**src/rtl/route_ctrl.sv**
```systemverilog
// Per-input-port route controller: fetches flits from the input buffer, XY-routes the
// head flit, holds the switch-allocator grant for the packet and forwards flits.
module route_ctrl #(
  parameter int MY_X = 2,
  parameter int MY_Y = 2
) (
  input  logic        clk,
  input  logic        reset,
  input  logic        buf_empty_i,
  input  logic        buf_valid_i,
  input  logic [15:0] buf_data_i,
  output logic        buf_read_o,
  output logic [4:0]  out_req_o,
  input  logic [4:0]  out_grant_i,
  output logic [15:0] flit_o,
  output logic        flit_valid_o,
  input  logic        out_ready_i,
  output logic        err_o
);

  localparam logic [3:0] MY_X4 = 4'(MY_X);
  localparam logic [3:0] MY_Y4 = 4'(MY_Y);

  localparam logic [4:0] PORT_LOCAL = 5'b00001;
  localparam logic [4:0] PORT_NORTH = 5'b00010;
  localparam logic [4:0] PORT_EAST  = 5'b00100;
  localparam logic [4:0] PORT_SOUTH = 5'b01000;
  localparam logic [4:0] PORT_WEST  = 5'b10000;

  typedef enum logic [1:0] {IDLE, ROUTE, WAIT_GNT, XFER} state_t;

  state_t      state_reg, state_next;
  logic        hold_v_reg, hold_v_next;
  logic [15:0] hold_q_reg;
  logic        rd_pend_reg;
  logic [4:0]  port_reg, port_next;
  logic [4:0]  route_port;
  logic [3:0]  dest_x, dest_y;

  assign dest_x = hold_q_reg[7:4];
  assign dest_y = hold_q_reg[3:0];

  // X is resolved before Y so packets never turn from a Y hop back into X.
  always_comb begin
    route_port = PORT_LOCAL;
    if (dest_x > MY_X4)      route_port = PORT_EAST;
    else if (dest_x < MY_X4) route_port = PORT_WEST;
    else if (dest_y > MY_Y4) route_port = PORT_NORTH;
    else if (dest_y < MY_Y4) route_port = PORT_SOUTH;
  end

  always_comb begin
    state_next   = state_reg;
    hold_v_next  = hold_v_reg;
    port_next    = port_reg;
    err_o        = 1'b0;
    out_req_o    = 5'b00000;
    flit_valid_o = 1'b0;
    flit_o       = 16'h0000;
    // Reset gates the strobe so the buffer sees no read while the controller is held.
    buf_read_o   = !reset && !buf_empty_i && !rd_pend_reg && !hold_v_reg
                   && (state_reg != WAIT_GNT);
    case (state_reg)
      IDLE: begin
        if (hold_v_reg) begin
          if (hold_q_reg[15]) begin
            state_next = ROUTE;
          end else begin
            hold_v_next = 1'b0;
            err_o       = 1'b1;
          end
        end
      end
      ROUTE: begin
        port_next  = route_port;
        state_next = WAIT_GNT;
      end
      WAIT_GNT: begin
        out_req_o = port_reg;
        if ((out_grant_i & port_reg) != 5'b00000) state_next = XFER;
      end
      XFER: begin
        out_req_o    = port_reg;
        flit_valid_o = hold_v_reg;
        flit_o       = hold_v_reg ? hold_q_reg : 16'h0000;
        if (hold_v_reg && out_ready_i) begin
          hold_v_next = 1'b0;
          if (hold_q_reg[14]) state_next = IDLE;
        end
      end
      default: state_next = IDLE;
    endcase
  end

  always_ff @(posedge clk) begin
    if (reset) begin
      state_reg   <= IDLE;
      hold_v_reg  <= 1'b0;
      hold_q_reg  <= 16'h0000;
      rd_pend_reg <= 1'b0;
      port_reg    <= 5'b00000;
    end else begin
      state_reg <= state_next;
      port_reg  <= port_next;
      // Returned data only lands while the holding register is empty, so it never
      // collides with a consume in the same cycle.
      if (buf_valid_i) begin
        hold_v_reg <= 1'b1;
        hold_q_reg <= buf_data_i;
      end else begin
        hold_v_reg <= hold_v_next;
      end
      if (buf_read_o)       rd_pend_reg <= 1'b1;
      else if (buf_valid_i) rd_pend_reg <= 1'b0;
    end
  end

endmodule

```
**config.mk**
```make
export PLATFORM = sky130hd
export DESIGN_NAME = route_ctrl
export DESIGN_NICKNAME = d
export VERILOG_FILES = /design/src/rtl/route_ctrl.sv
export SDC_FILE = /design/constraint.sdc
export NUM_CORES = 1
export LEC_CHECK = 0
export CAP_MARGIN = 20
export CORE_MARGIN = 2
export CORE_UTILIZATION = 42
export DETAILED_ROUTE_END_ITERATION = 8
export PLACE_DENSITY = 0.78
export SLEW_MARGIN = 20
export SYNTH_ARGS = -nofsm -noshare
export SYNTH_HDL_FRONTEND = slang
export SYNTH_SLANG_ARGS = --single-unit
```
**constraint.sdc**
```tcl
create_clock -name clk -period 2.7 [get_ports clk]
set_clock_uncertainty 0.15 [all_clocks]
set_input_delay 0.405 -clock clk [delete_from_list [all_inputs] [get_ports clk]]
set_output_delay 0.405 -clock clk [all_outputs]
set_load 0.01 [all_outputs]
```
==> results of run 1 <==
-- kinds of logic after synthesis --
family,after synthesis,synth area share
AND/OR/NAND/NOR,64,0.278
flip-flops,25,0.408
multiplexers,19,0.155
AO/OA/AOI/OAI,13,0.0703
buffers and inverters,12,0.0377
adder cells (fa/ha/maj),5,0.0510
-- per-layer routing --
layer | GRT usage | vias to the layer above
met4 | 0.0565 | 0
met5 | 0 | -
met2 | 0.326 | 33
met1 | 0.249 | 521
met3 | 0.0357 | 2
li1 | - | 573
-- power by group through the flow --
stage          Sequential, uW  Combinational (uW)  Clock [uW]
6_report                  405                 112         165
5_1_grt                   408                 125         184
4_1_cts                   405                 113         169
3_5_place_dp              413                 112           0
3_3_place_gp              411                 109           0
2_1_floorplan             407                59.6           0
-- cell usage in the layout (no fill, tap or decap), drive strengths merged --
master and count:
mux2i 19, or2b 1, a211oi 1, nand4 1
o21bai 1, nand2 5, and3 16, o211ai 1
clkdlybuf4s50 48, buf 4, inv 3, nor3 1
a2111oi 1, a22oi 2, a2bb2oi 1, dfxtp 25
dlygate4sd2 1, nor2 23, o22ai 1, clkbuf 4
nor2b 6, or4 4, nor4 1, ha 5
a21oi 5, and2 2, nand2b 4
-- cells in the mapped netlist (all sizes together), types with 3 or more instances --
cell type,number
ha,5
dfxtp,25
nand2,5
inv,3
or4,4
a21oi,5
mux2i,19
and3,16
clkbuf,8
nand2b,4
nor2,23
nor2b,6
-- worst min-delay path, stage by stage (launching register included) --
cell and delay [ns]:
dfxtp_1 0.35, nand2_1 0.05, a21oi_1 0.05
-- per-stage QoR --
step | area [sq um] | hold slack, ns | power, uW | worst slack [ns] | instances
after floorplan | 1230 | 0.291 | 467 | 0.794 | 138
after global placement | 1750 | 0.312 | 520 | 0.211 | 213
after detailed placement | 1750 | 0.313 | 525 | 0.170 | 213
after CTS | 1780 | 0.331 | 686 | 0.206 | 217
after global routing | 1780 | 0.352 | 717 | 0.104 | 217
final | 1780 | 0.325 | 682 | 0.236 | 217
-- how the worst min path moves through the flow --
stage | start | to | slack [ns] | depth (start not counted)
after floorplan | port_reg[0]$_SDFFE_PP0N_ | port_reg[0]$_SDFFE_PP0N_ | 0.29 | 2
after global placement | port_reg[0]$_SDFFE_PP0N_ | port_reg[0]$_SDFFE_PP0N_ | 0.31 | 2
after detailed placement | port_reg[0]$_SDFFE_PP0N_ | port_reg[0]$_SDFFE_PP0N_ | 0.31 | 2
after CTS | port_reg[0]$_SDFFE_PP0N_ | port_reg[0]$_SDFFE_PP0N_ | 0.33 | 2
after global routing | port_reg[0]$_SDFFE_PP0N_ | port_reg[0]$_SDFFE_PP0N_ | 0.35 | 2
final | port_reg[0]$_SDFFE_PP0N_ | port_reg[0]$_SDFFE_PP0N_ | 0.33 | 2
-- layout make-up --
type                    count  share of cell area
multi-input cells         101               0.383
repair buffers             53               0.292
flip-flops and latches     25               0.282
well taps                  31              0.0218
clock buffers               4              0.0148
inverters                   3             0.00633
-- what timing repair did --
action	CTS	global route
gates resized for setup	2	0
buffers inserted	0	0
setup endpoints to repair	1	0
hold buffers	0	0
==> flow_summary_export.csv, run 1 <==
group,metric,value,unit
outcome,status,"finished clean",
drt,wl_met1,1.39,mm
layout,final_util,0.645,
clock_network,cts_tree,"yes",
worst_setup_path,rr_worst_depth,6,
worst_setup_path,cp.depth,5,
power_and_ir_drop,power.density,384,mW/mm^2
layout,syn2layout_area_growth,44.9,%
clock_network,root_buffer,"clkbuf_4",
sta,layout_min_cycle_time,2.46,ns
layout,nNetsFinal,218,
layout,largest_register_ffs,16,
place,place_congestion,0.699,
sta,fin_crit_sh,0.912,
synth,syn_nets,169,
global_route,antenna_found_initial,0,
synth,synth_area,0.00123,sq mm
power_and_ir_drop,leakagePower,0.000763,uW
layout,fillers,245,
floorplan,initial_core_util,0.445,
synth,synthArstFlopShare,0,
floorplan,rows,19,
floorplan,die_h,58.1,microns
worst_setup_path,crit_fanout,4,
power_and_ir_drop,comb_power_share,0.164,
layout,multi_input_comb_area,681,sq um
drt,drc,0,
clock_network,clk_pin_slew,0.14,ns
power_and_ir_drop,p_int,513,uW
worst_setup_path,critPathArrivalTime,1.91,ns
place,dpl.hpwl,2.15,mm
floorplan,num_io_pins,50,
drt,drtIter0Drc,27,
synth,yosys.area.top_type,"dfxtp_1",
synth,yosys-top-cells-area,"dfxtp_1 (41%), mux2i_1 (15%), and3_1 (7.6%)",
synth,avgSynthCellArea,8.89,sq um
global_route,grt.overflow.total,0,
drt,maxUsedRoutingLayer,"met4",
clock_network,numCtsBuffers,3,
worst_setup_path,reg2reg_from,"state_reg[1]$_SDFFE_PP0P_",
drt,ant_nets,0,
floorplan,die-area,0.00337,sq mm
worst_setup_path,crit_family,"simple AND/OR/NAND/NOR gates",
worst_setup_path,r2r_end,"port_reg[0]$_SDFFE_PP0N_",
worst_hold_path,worstHoldPathType,"register to register",
power_and_ir_drop,p_switching,170,uW
layout,seq_area,502,sq um
sta,report.final.setup_viol,0,
worst_setup_path,cp-end-kind,"primary output",
global_route,grt_max_degree,28,
flow_run,cap_violations,0,
drt,dr.pass1.iters,4,
drt,dr_wl_met2,1.42,mm
layout,drive_gt1_frac,0.0591,
sta,slew_headroom,0.730,
worst_setup_path,reg2reg_slack,0.69,ns
synth,synth_edf_count,0,
synth,syn_inst,138,
worst_setup_path,crit_slowest_cell,"or4_1",
synth,synth_ff_type,"dfxtp_1",
drt,wl_per_cell,13.9,microns
global_route,grt_use_total,0.192,
synth,ys_ff_latch,25,
global_route,grt_pass1_vias,1159,
worst_setup_path,crit_path_end,"buf_read_o",
power_and_ir_drop,seqPwrFrac,0.594,
layout,diodes,0,
sta,setup_tns,0,ns
floorplan,die_w,58.1,microns
sta,rsz0062_at_grt,"false",
sta,fmax,406,MHz
sta,worst_pin_slew,0.395,ns
clock_network,clk_path_buf_depth,2,
synth,yosysUniqueCellTypes,27,
synth,synth_sequential_area_ratio,0.408,
drt,avgViaCountPerCell,5.20,
worst_setup_path,critPathKind,"register to primary output",
worst_setup_path,required,2.14,ns
clock_network,cts-htree-levels,1,
drt,routed_wl,3.02,mm
drt,wl_met3,190,microns
clock_network,clock-sinks,25,
power_and_ir_drop,ir_drop,247,uV
floorplan,core,0.00276,sq mm
clock_network,clock_latency,0.31,ns
synth,synth_warnings,0,
power_and_ir_drop,switching_share,0.249,
worst_setup_path,startpoint,"state_reg[0]$_SDFFE_PP0P_",
worst_setup_path,cp_slowest_stage_delay,0.53,ns
power_and_ir_drop,pwr-share-clk,0.242,
worst_setup_path,path_cells,"inv_1 > ha_1 > or4_1 > nor2_1 > dlygate4sd2_1",
drt,route.vias.total,1129,
sta,hold_viol,0,
worst_setup_path,critPathLaunchType,"register",
synth,yosysTopAreaCellShare,0.408,
place,io_buffer_count,49,
worst_setup_path,crit_buf_inv,2,
sta,drv_slew,0,
global_route,grt_pass1_wl,5.09,mm
(Power assumes the default switching activity.)
==> run 2, diff against run 1 <==
- CORE_UTILIZATION: 42 -> 45
- PLACE_DENSITY: 0.78 -> 0.83
- clock period: 2.7 -> 2.85 ns (I/O delays scaled with it)
==> run 2 against run 1 <==
  * Register-to-register slack gained 0.16 ns
  * Wire length grew 5.1%
  * Clock power shrank 4%
  * Final area shrank 0.21%
  * Cell count shrank 0.92%
  * First-iteration DRC count shrank 3.7%
  * Sequential power shrank 4%
  * Sequential cell count is the same
  * Combinational power shrank 9%
  * Non-clock buffer count shrank 1
  * Setup slack gained 0.0063 ns
  * Critical endpoint is now flit_o[9]
==> flow_summary_export.csv, run 2 (synthesized netlist as in run 1, its figures left out) <==
group,metric,value,unit
power_and_ir_drop,switching_share,0.255,
floorplan,die_w,56.2,microns
outcome,status,"finished clean",
drt,routed_wl,3.17,mm
clock_network,root_buffer,"clkbuf_4",
global_route,grt_max_degree,28,
layout,diodes,0,
worst_hold_path,worstHoldPathType,"register to register",
place,dpl_cell_area,0.00174,sq mm
clock_network,cts_tree,"yes",
sta,report.final.setup_viol,0,
power_and_ir_drop,p_int,483,uW
worst_setup_path,rr_worst_depth,6,
clock_network,ctsResizeCount,0,
floorplan,die-area,0.00316,sq mm
sta,rsz0062_at_grt,"false",
global_route,grt_use_total,0.213,
worst_hold_path,whs_path_depth,2,
clock_network,numCtsBuffers,3,
power_and_ir_drop,leakagePower,0.000773,uW
sta,setup_tns,0,ns
sta,hold_viol,0,
floorplan,core,0.00252,sq mm
power_and_ir_drop,pwr-share-clk,0.244,
drt,avgViaCountPerCell,5.45,
layout,seq_area,502,sq um
worst_setup_path,crit_fanout,13,
sta,fmax,384,MHz
place,place_congestion,0.736,
clock_network,clock-sinks,25,
floorplan,initial_core_util,0.487,
layout,nNetsFinal,217,
power_and_ir_drop,p_switching,165,uW
layout,largest_register_ffs,16,
sta,drv_slew,0,
flow_run,cap_violations,0,
sta,fin_crit_sh,0.915,
layout,syn2layout_area_growth,44.5,%
worst_setup_path,cp-end-kind,"primary output",
layout,drive_gt1_frac,0.0595,
layout,fin_cells,215,
worst_setup_path,critPathKind,"register to primary output",
sta,slew_headroom,0.595,
layout,fillers,214,
clock_network,post_cts_buffers,0,
drt,ant_nets,0,
floorplan,die_h,56.2,microns
clock_network,clk_pin_slew,0.14,ns
global_route,grt_pass1_vias,1198,
worst_setup_path,critPathArrivalTime,2.03,ns
power_and_ir_drop,comb_power_share,0.157,
worst_setup_path,required,2.27,ns
layout,final_cell_mix,"clkdlybuf4s50_1 (48), dfxtp_1 (24), nor2_1 (23)",
global_route,grt_pass1_wl,5.39,mm
layout,multi_input_comb_area,681,sq um
place,placedCellCount,211,
drt,drc,0,
power_and_ir_drop,ir_drop,273,uV
power_and_ir_drop,power.density,365,mW/mm^2
clock_network,hold_buffers,0,
drt,drtIter0Drc,26,
global_route,grt.overflow.total,0,
place,io_buffer_count,49,
clock_network,cts-htree-levels,1,
power_and_ir_drop,p_total,648,uW
power_and_ir_drop,seqPwrFrac,0.598,
drt,route.vias.total,1171,
floorplan,rows,18,
layout,final_common_cell,"clkdlybuf4s50_1",
floorplan,num_io_pins,50,
clock_network,clock_latency,0.32,ns
place,dpl.hpwl,2.34,mm
sta,layout_min_cycle_time,2.61,ns
worst_setup_path,critPathLaunchType,"register",
drt,dr.pass1.iters,4,
layout,fin_area,0.00177,sq mm
clock_network,clk_path_buf_depth,2,
sta,worst_pin_slew,0.606,ns
drt,wl_per_cell,14.7,microns
global_route,antenna_found_initial,0,
-- run 2: cell types whose count changed in the layout (fill, tap and decap cells not counted) --
cell | previous run | this run
clkbuf_1 | 1 | 0
dlymetal6s2s_1 | 0 | 1
buf_4 | 4 | 3
dlygate4sd2_1 | 1 | 0
clkinv_2 | 0 | 1
-- run 2: final cells by class --
type,count,share of cell area
timing repair buffer,52,0.291
clock inverter,1,0.00282
inverter,3,0.00635
tap,30,0.0212
sequential,25,0.283
multi-input combinational,101,0.384
clock buffer,3,0.0127
-- run 2: layer usage --
metal,wire length (microns),up-vias,track usage,share of wire
li1,-,572,-,-
met1,1280,550,0.252,0.40
met5,0,-,0,0
met2,1630,45,0.382,0.51
met4,31,0,0.0612,0.0098
met3,223,4,0.0465,0.070
-- run 2: critical path, cell delays in order (launching register included) --
cell and delay [ns]:
dfxtp_1 0.40, ha_1 0.35, buf_4 0.24, and3_1 0.17, clkdlybuf4s50_1 0.55
-- run 2: worst paths after layout --
path,slack (ns),to,from
setup / recovery,0.24,flit_o[9],state_reg[1]$_SDFFE_PP0P_
hold / removal,0.33,port_reg[0]$_SDFFE_PP0N_,port_reg[0]$_SDFFE_PP0N_
setup reg to reg,0.85,port_reg[0]$_SDFFE_PP0N_,state_reg[1]$_SDFFE_PP0P_
hold reg to reg,0.33,port_reg[0]$_SDFFE_PP0N_,port_reg[0]$_SDFFE_PP0N_
-- run 2: power groups by stage --
stage / registers [uW] / logic [uW] / clock network [uW]
after global placement: 393 / 98.0 / 0
after CTS: 388 / 103 / 167
final: 388 / 102 / 159
after global routing: 391 / 113 / 175
after floorplan: 386 / 56.5 / 0
after detailed placement: 395 / 102 / 0
-- run 2: per-stage QoR --
step | utilization | hold WS [ns] | setup slack, ns
6_report | 0.703 | 0.334 | 0.243
5_1_grt | 0.703 | 0.361 | 0.118
4_1_cts | 0.702 | 0.335 | 0.0124
3_5_place_dp | 0.691 | 0.317 | 0.276
3_3_place_gp | 0.691 | 0.310 | 0.310
2_1_floorplan | - | 0.291 | 0.921
==> patch 1: new RTL, settings of run 1 <==
Reset style: asynchronous (`reset`), changed in one clocked block.
--- a/src/rtl/route_ctrl.sv
+++ b/src/rtl/route_ctrl.sv
@@ -92,7 +92,7 @@
     endcase
   end
 
-  always_ff @(posedge clk) begin
+  always_ff @(posedge clk or posedge reset) begin
     if (reset) begin
       state_reg   <= IDLE;
       hold_v_reg  <= 1'b0;
Formal check against the unedited RTL: differs if reset is asserted again (counterexample within 4 cycles, from zero or initial values and one cycle with reset high); with reset held inactive, the same outputs for 10 cycles.
==> patch 1 against run 1 <==
- worst setup slack lost 43 ps
- routed wire length fell by 2.8%
- sequential cell count unchanged
- synthesized area up 1.3%
- cell area is 1.3% higher
- largest cell class is now registers
Power is not compared: it rests on default switching activity, and its combinational part moved more than twofold at a synthesized area within 25%.
==> patch 1: results <==
group,metric,value,unit
outcome,status,"completed",
die,start_util,44.7,%
placed_design,gp_congestion,0.745,
setup_path,r2r_end,"port_reg[0]",
drt,wl,2.93,mm
global_routing,grt_pass1_wl,4.89,mm
cells_and_area,drive_gt1_share,13.9,%
synthesis,synthFlopType,"dfrtp_1",
setup_path,arrival,1950,ps
placed_design,placed_cells,192,
cells_and_area,nets,197,
drt,wl_per_cell,15.0,um
synthesis,synthTopCellsByArea,"dfrtp_1 50%, mux2_2 15%, and3_1 8.0%, ha_1 5.0%, inv_1 2.4%",
sta,relSlewSlack,47.8,%
synthesis,synth-async-reset-ratio,100,%
cts,root_buffer,"clkbuf_4",
synthesis,synth_cell_type_count,24,
drt,drt_iter0_markers,26,
global_routing,grt_max_degree,26,
synthesis,syn_nets,145,
setup_path,reg2reg_from,"state_reg[1]",
drt,via_per_inst,5.30,
global_routing,grtUsageTotal,18.6,%
setup_path,ff2ff_setup_slack,510,ps
synthesis,synth_cells,114,
synthesis,yosys-top-cells-count,"25 x dfrtp_1, 17 x mux2_2, 16 x and3_1, 8 x inv_1, 8 x nor2_1",
min_path,hp-class,"primary input to async pin",
drt,drt_pass1_iterations,4,
cts,path_clk_slew,140,ps
placed_design,dpl.hpwl,2.22,mm
global_routing,grt_pass1_vias,1074,
cts,h-tree-depth,1,
synthesis,ys_seq_area_share,50.3,%
## patch 1: what timing repair did
item | in CTS | in global routing
resized for setup | 1 | 0
setup endpoints to repair | 1 | 0
hold buffers | 0 | 0
## patch 1: worst max path at each step
stage / from / endpoint / slack, ps
4_1_cts: state_reg[0] / out_req_o[4] / 170
2_1_floorplan: state_reg[1] / port_reg[0] / 740
5_1_grt: state_reg[0] / out_req_o[4] / 60
6_report: state_reg[0] / buf_read_o / 190
3_5_place_dp: reset / buf_read_o / 190
3_3_place_gp: reset / buf_read_o / 210
## patch 1: final cells by class
type / instances / area (sq um)
fill: 224 / 980
multi-input combinational: 76 / 569
clock buffer: 4 / 26.3
inverter: 8 / 30.0
timing repair buffer: 52 / 512
tap: 31 / 38.8
sequential: 25 / 626
## patch 1: stage by stage
stage | hold slack (ps) | cell area (sq um) | setup slack [ps]
after floorplan | 282 | 1240 | 736
after global placement | 318 | 1780 | 208
after detailed placement | 338 | 1780 | 190
after CTS | 320 | 1800 | 171
after global routing | 345 | 1800 | 61.0
final | 314 | 1800 | 194
## patch 1: logic make-up after synthesis
family,share of synthesized area (%)
and+or+nand+nor,17.4
DFF,50.3
muxes,17.0
AOI/OAI and AO/OA,6.34
buffers and inverters,3.92
adders and majority gates,5.03
## patch 1: power by group
group / leakage, nW / total [W] / internal (W) / switching, W
Combinational: 0.499 / 0.000677 / 0.000365 / 0.000313
Sequential: 0.299 / 0.000491 / 0.000440 / 0.0000508
Clock: 0.0150 / 0.000170 / 0.0000577 / 0.000112
## patch 1: worst max-delay path, stage by stage, from the launching register on
cell and delay [ps]:
dfrtp_1 410, inv_1 100, ha_1 250, or4_1 530, nor2_1 90, dlygate4sd2_1 270
## patch 1: metal layers
metal  wire (um)  vias up  global-route usage, %
li1            -      499                      -
met1        1270      504                   24.4
met5           0        -                      0
met2        1460       33                   31.3
met3         190        2                   3.96
met4          13        0                   4.98
==> patch 2: new RTL, flow settings as in run 1 <==
Without the edit above. Re-encode `state_t` (4 states) as one-hot, 4 bits wide.
--- a/src/rtl/route_ctrl.sv
+++ b/src/rtl/route_ctrl.sv
@@ -27,7 +27,7 @@
   localparam logic [4:0] PORT_SOUTH = 5'b01000;
   localparam logic [4:0] PORT_WEST  = 5'b10000;
 
-  typedef enum logic [1:0] {IDLE, ROUTE, WAIT_GNT, XFER} state_t;
+  typedef enum logic [3:0] {IDLE = 4'b0001, ROUTE = 4'b0010, WAIT_GNT = 4'b0100, XFER = 4'b1000} state_t;
 
   state_t      state_reg, state_next;
   logic        hold_v_reg, hold_v_next;
Formal check against the unedited RTL: no difference found for any inputs over 10 cycles, from zero or initial values and one cycle with reset high; not proved beyond that.
==> patch 2 against run 1 <==
- the flow now finishes with violations (DRC)
- routed wire length is 0.40% lower
- synthesized area up 2.0%
- sequential cell count is 2 higher
- core utilization increased by 1.4 points
- cell area up 3.9%
- hold slack improved by 30 ps
- worst setup slack worse by 110 ps
- via count rose by 3.1%
Power is not compared: it rests on default switching activity, and its combinational part moved more than twofold at a synthesized area within 25%.
==> patch 2: results <==
group,metric,value,unit
cells_and_area,fillers,241,
cts,h-tree-depth,1,
placed_design,placed_cells,214,
setup_path,max_stage_delay,530,ps
drt,wl_met3,107,um
setup_path,crit_fanout,9,
drt,via_per_inst,5.32,
synthesis,synth_cell_type_count,28,
setup_path,cpLargestDelayFamily,"buffers and inverters",
pwr,power.leakage,0.784,nW
cts,cts.path.max_buffers,2,
synthesis,synthFlopType,"dfxtp_1",
placed_design,dpl.hpwl,2.23,mm
outcome,status,"finished, violations left",
global_routing,grt_pass1_wl,4.93,mm
global_routing,grtUsageMet3,2.64,%
drt,drc,4,
global_routing,grtUsageMet2,30.3,%
synthesis,ys_seq_area_share,43.2,%
drt,drt_iter0_markers,33,
global_routing,gr-usage-met1,23.6,%
placed_design,gp_congestion,0.703,
setup_path,reg2reg_from,"state_reg[3]",
setup_path,critPathSlowestCell,"clkdlybuf4s50_1",
setup_path,worst_r2r_path_depth,5,
min_path,worstHoldEndpoint,"hold_q_reg[8]",
synthesis,yosys-top-cells-count,"28 x nor2_1, 27 x dfxtp_1, 16 x and3_1, 16 x mux2i_1",
drt,drt_pass1_iterations,6,
outcome,violations,"DRC",
drt,wl_met2,1.42,mm
cts,numCtsBuffers,3,
drt,dr.max_layer_used,"met4",
drt,wl_per_cell,13.7,um
min_path,min_path_cells,2,
cts,path_clk_slew,140,ps
setup_path,arrival,2020,ps
placed_design,dpl_cell_area,0.00179,sq mm
cells_and_area,drive_gt1_share,8.51,%
global_routing,grt_pass1_vias,1149,
global_routing,grt_max_degree,28,
cts,insertion_delay,320,ps
cts,cts_resized,0,
sta,setup_tns,0,ps
synthesis,syn_nets,164,
setup_path,ff2ff_setup_slack,800,ps
synthesis,synth_cells,138,
pwr,peakVddDrop,290,uV
global_routing,grtUsageTotal,18.3,%
cells_and_area,stdcell_count,219,
global_routing,antenna_found_initial,0,
min_path,hp-start,"hold_q_reg[8]",
setup_path,r2r_end,"state_reg[0]",
drt,m1WireLength,1.45,mm
placed_design,port_buffers,49,
synthesis,synthTopCellsByArea,"dfxtp_1 43%, mux2i_1 13%, nor2_1 8.4%, and3_1 8.0%, nor2b_1 2.5%",
sta,relSlewSlack,73.3,%
## patch 2: cell count changes in the layout (fill, tap and decap cells not counted), sizes merged, moves of 3 or more
cell	before	now
ha	5	0
buf	4	8
nor2	23	29
nand2	5	0
or4	4	1
mux2i	19	16
nor4b	0	3
## patch 2: worst max-delay path by stage
| stage | from | end | slack (ps) | depth (start not counted) |
|---|---|---|---|---|
| 4_1_cts | state_reg[3] | err_o | 110 | 3 |
| 2_1_floorplan | state_reg[0] | flit_o[0] | 660 | 4 |
| 6_report | state_reg[0] | flit_o[9] | 130 | 5 |
| 3_5_place_dp | reset | buf_read_o | 150 | 4 |
| 3_3_place_gp | reset | buf_read_o | 190 | 4 |
| 5_1_grt | state_reg[3] | flit_o[4] | 20 | 5 |
## patch 2: stage by stage
| step | power [W] | setup slack [ps] | hold WS [ps] |
|---|---|---|---|
| after floorplan | 0.000646 | 661 | 302 |
| after global placement | 0.000741 | 195 | 314 |
| after detailed placement | 0.000746 | 146 | 325 |
| after CTS | 0.000914 | 107 | 356 |
| after global routing | 0.000979 | 22.7 | 393 |
| final | 0.000923 | 127 | 355 |
## patch 2: cell families after synthesis
| family | after synthesis | share of synthesized area, % |
|---|---|---|
| buf+inv | 13 | 4.40 |
| simple gates | 67 | 29.4 |
| mux | 16 | 12.8 |
| compound gates | 15 | 10.3 |
| flops | 27 | 43.2 |
## patch 2: area by class of cell
type                       count  area [sq um]  area share [%]
clock buffer                   4          26.3            1.42
timing repair buffer          57           566            30.6
tap                           31          38.8            2.10
sequential                    27           541            29.2
multi-input combinational     98           669            36.2
inverter                       2          7.51           0.406
## patch 2: report_power, final
group	switching, W	internal [W]
clock	0.000115	0.0000578
sequential	0.0000332	0.000434
combinational	0.000129	0.000154
total	0.000278	0.000646
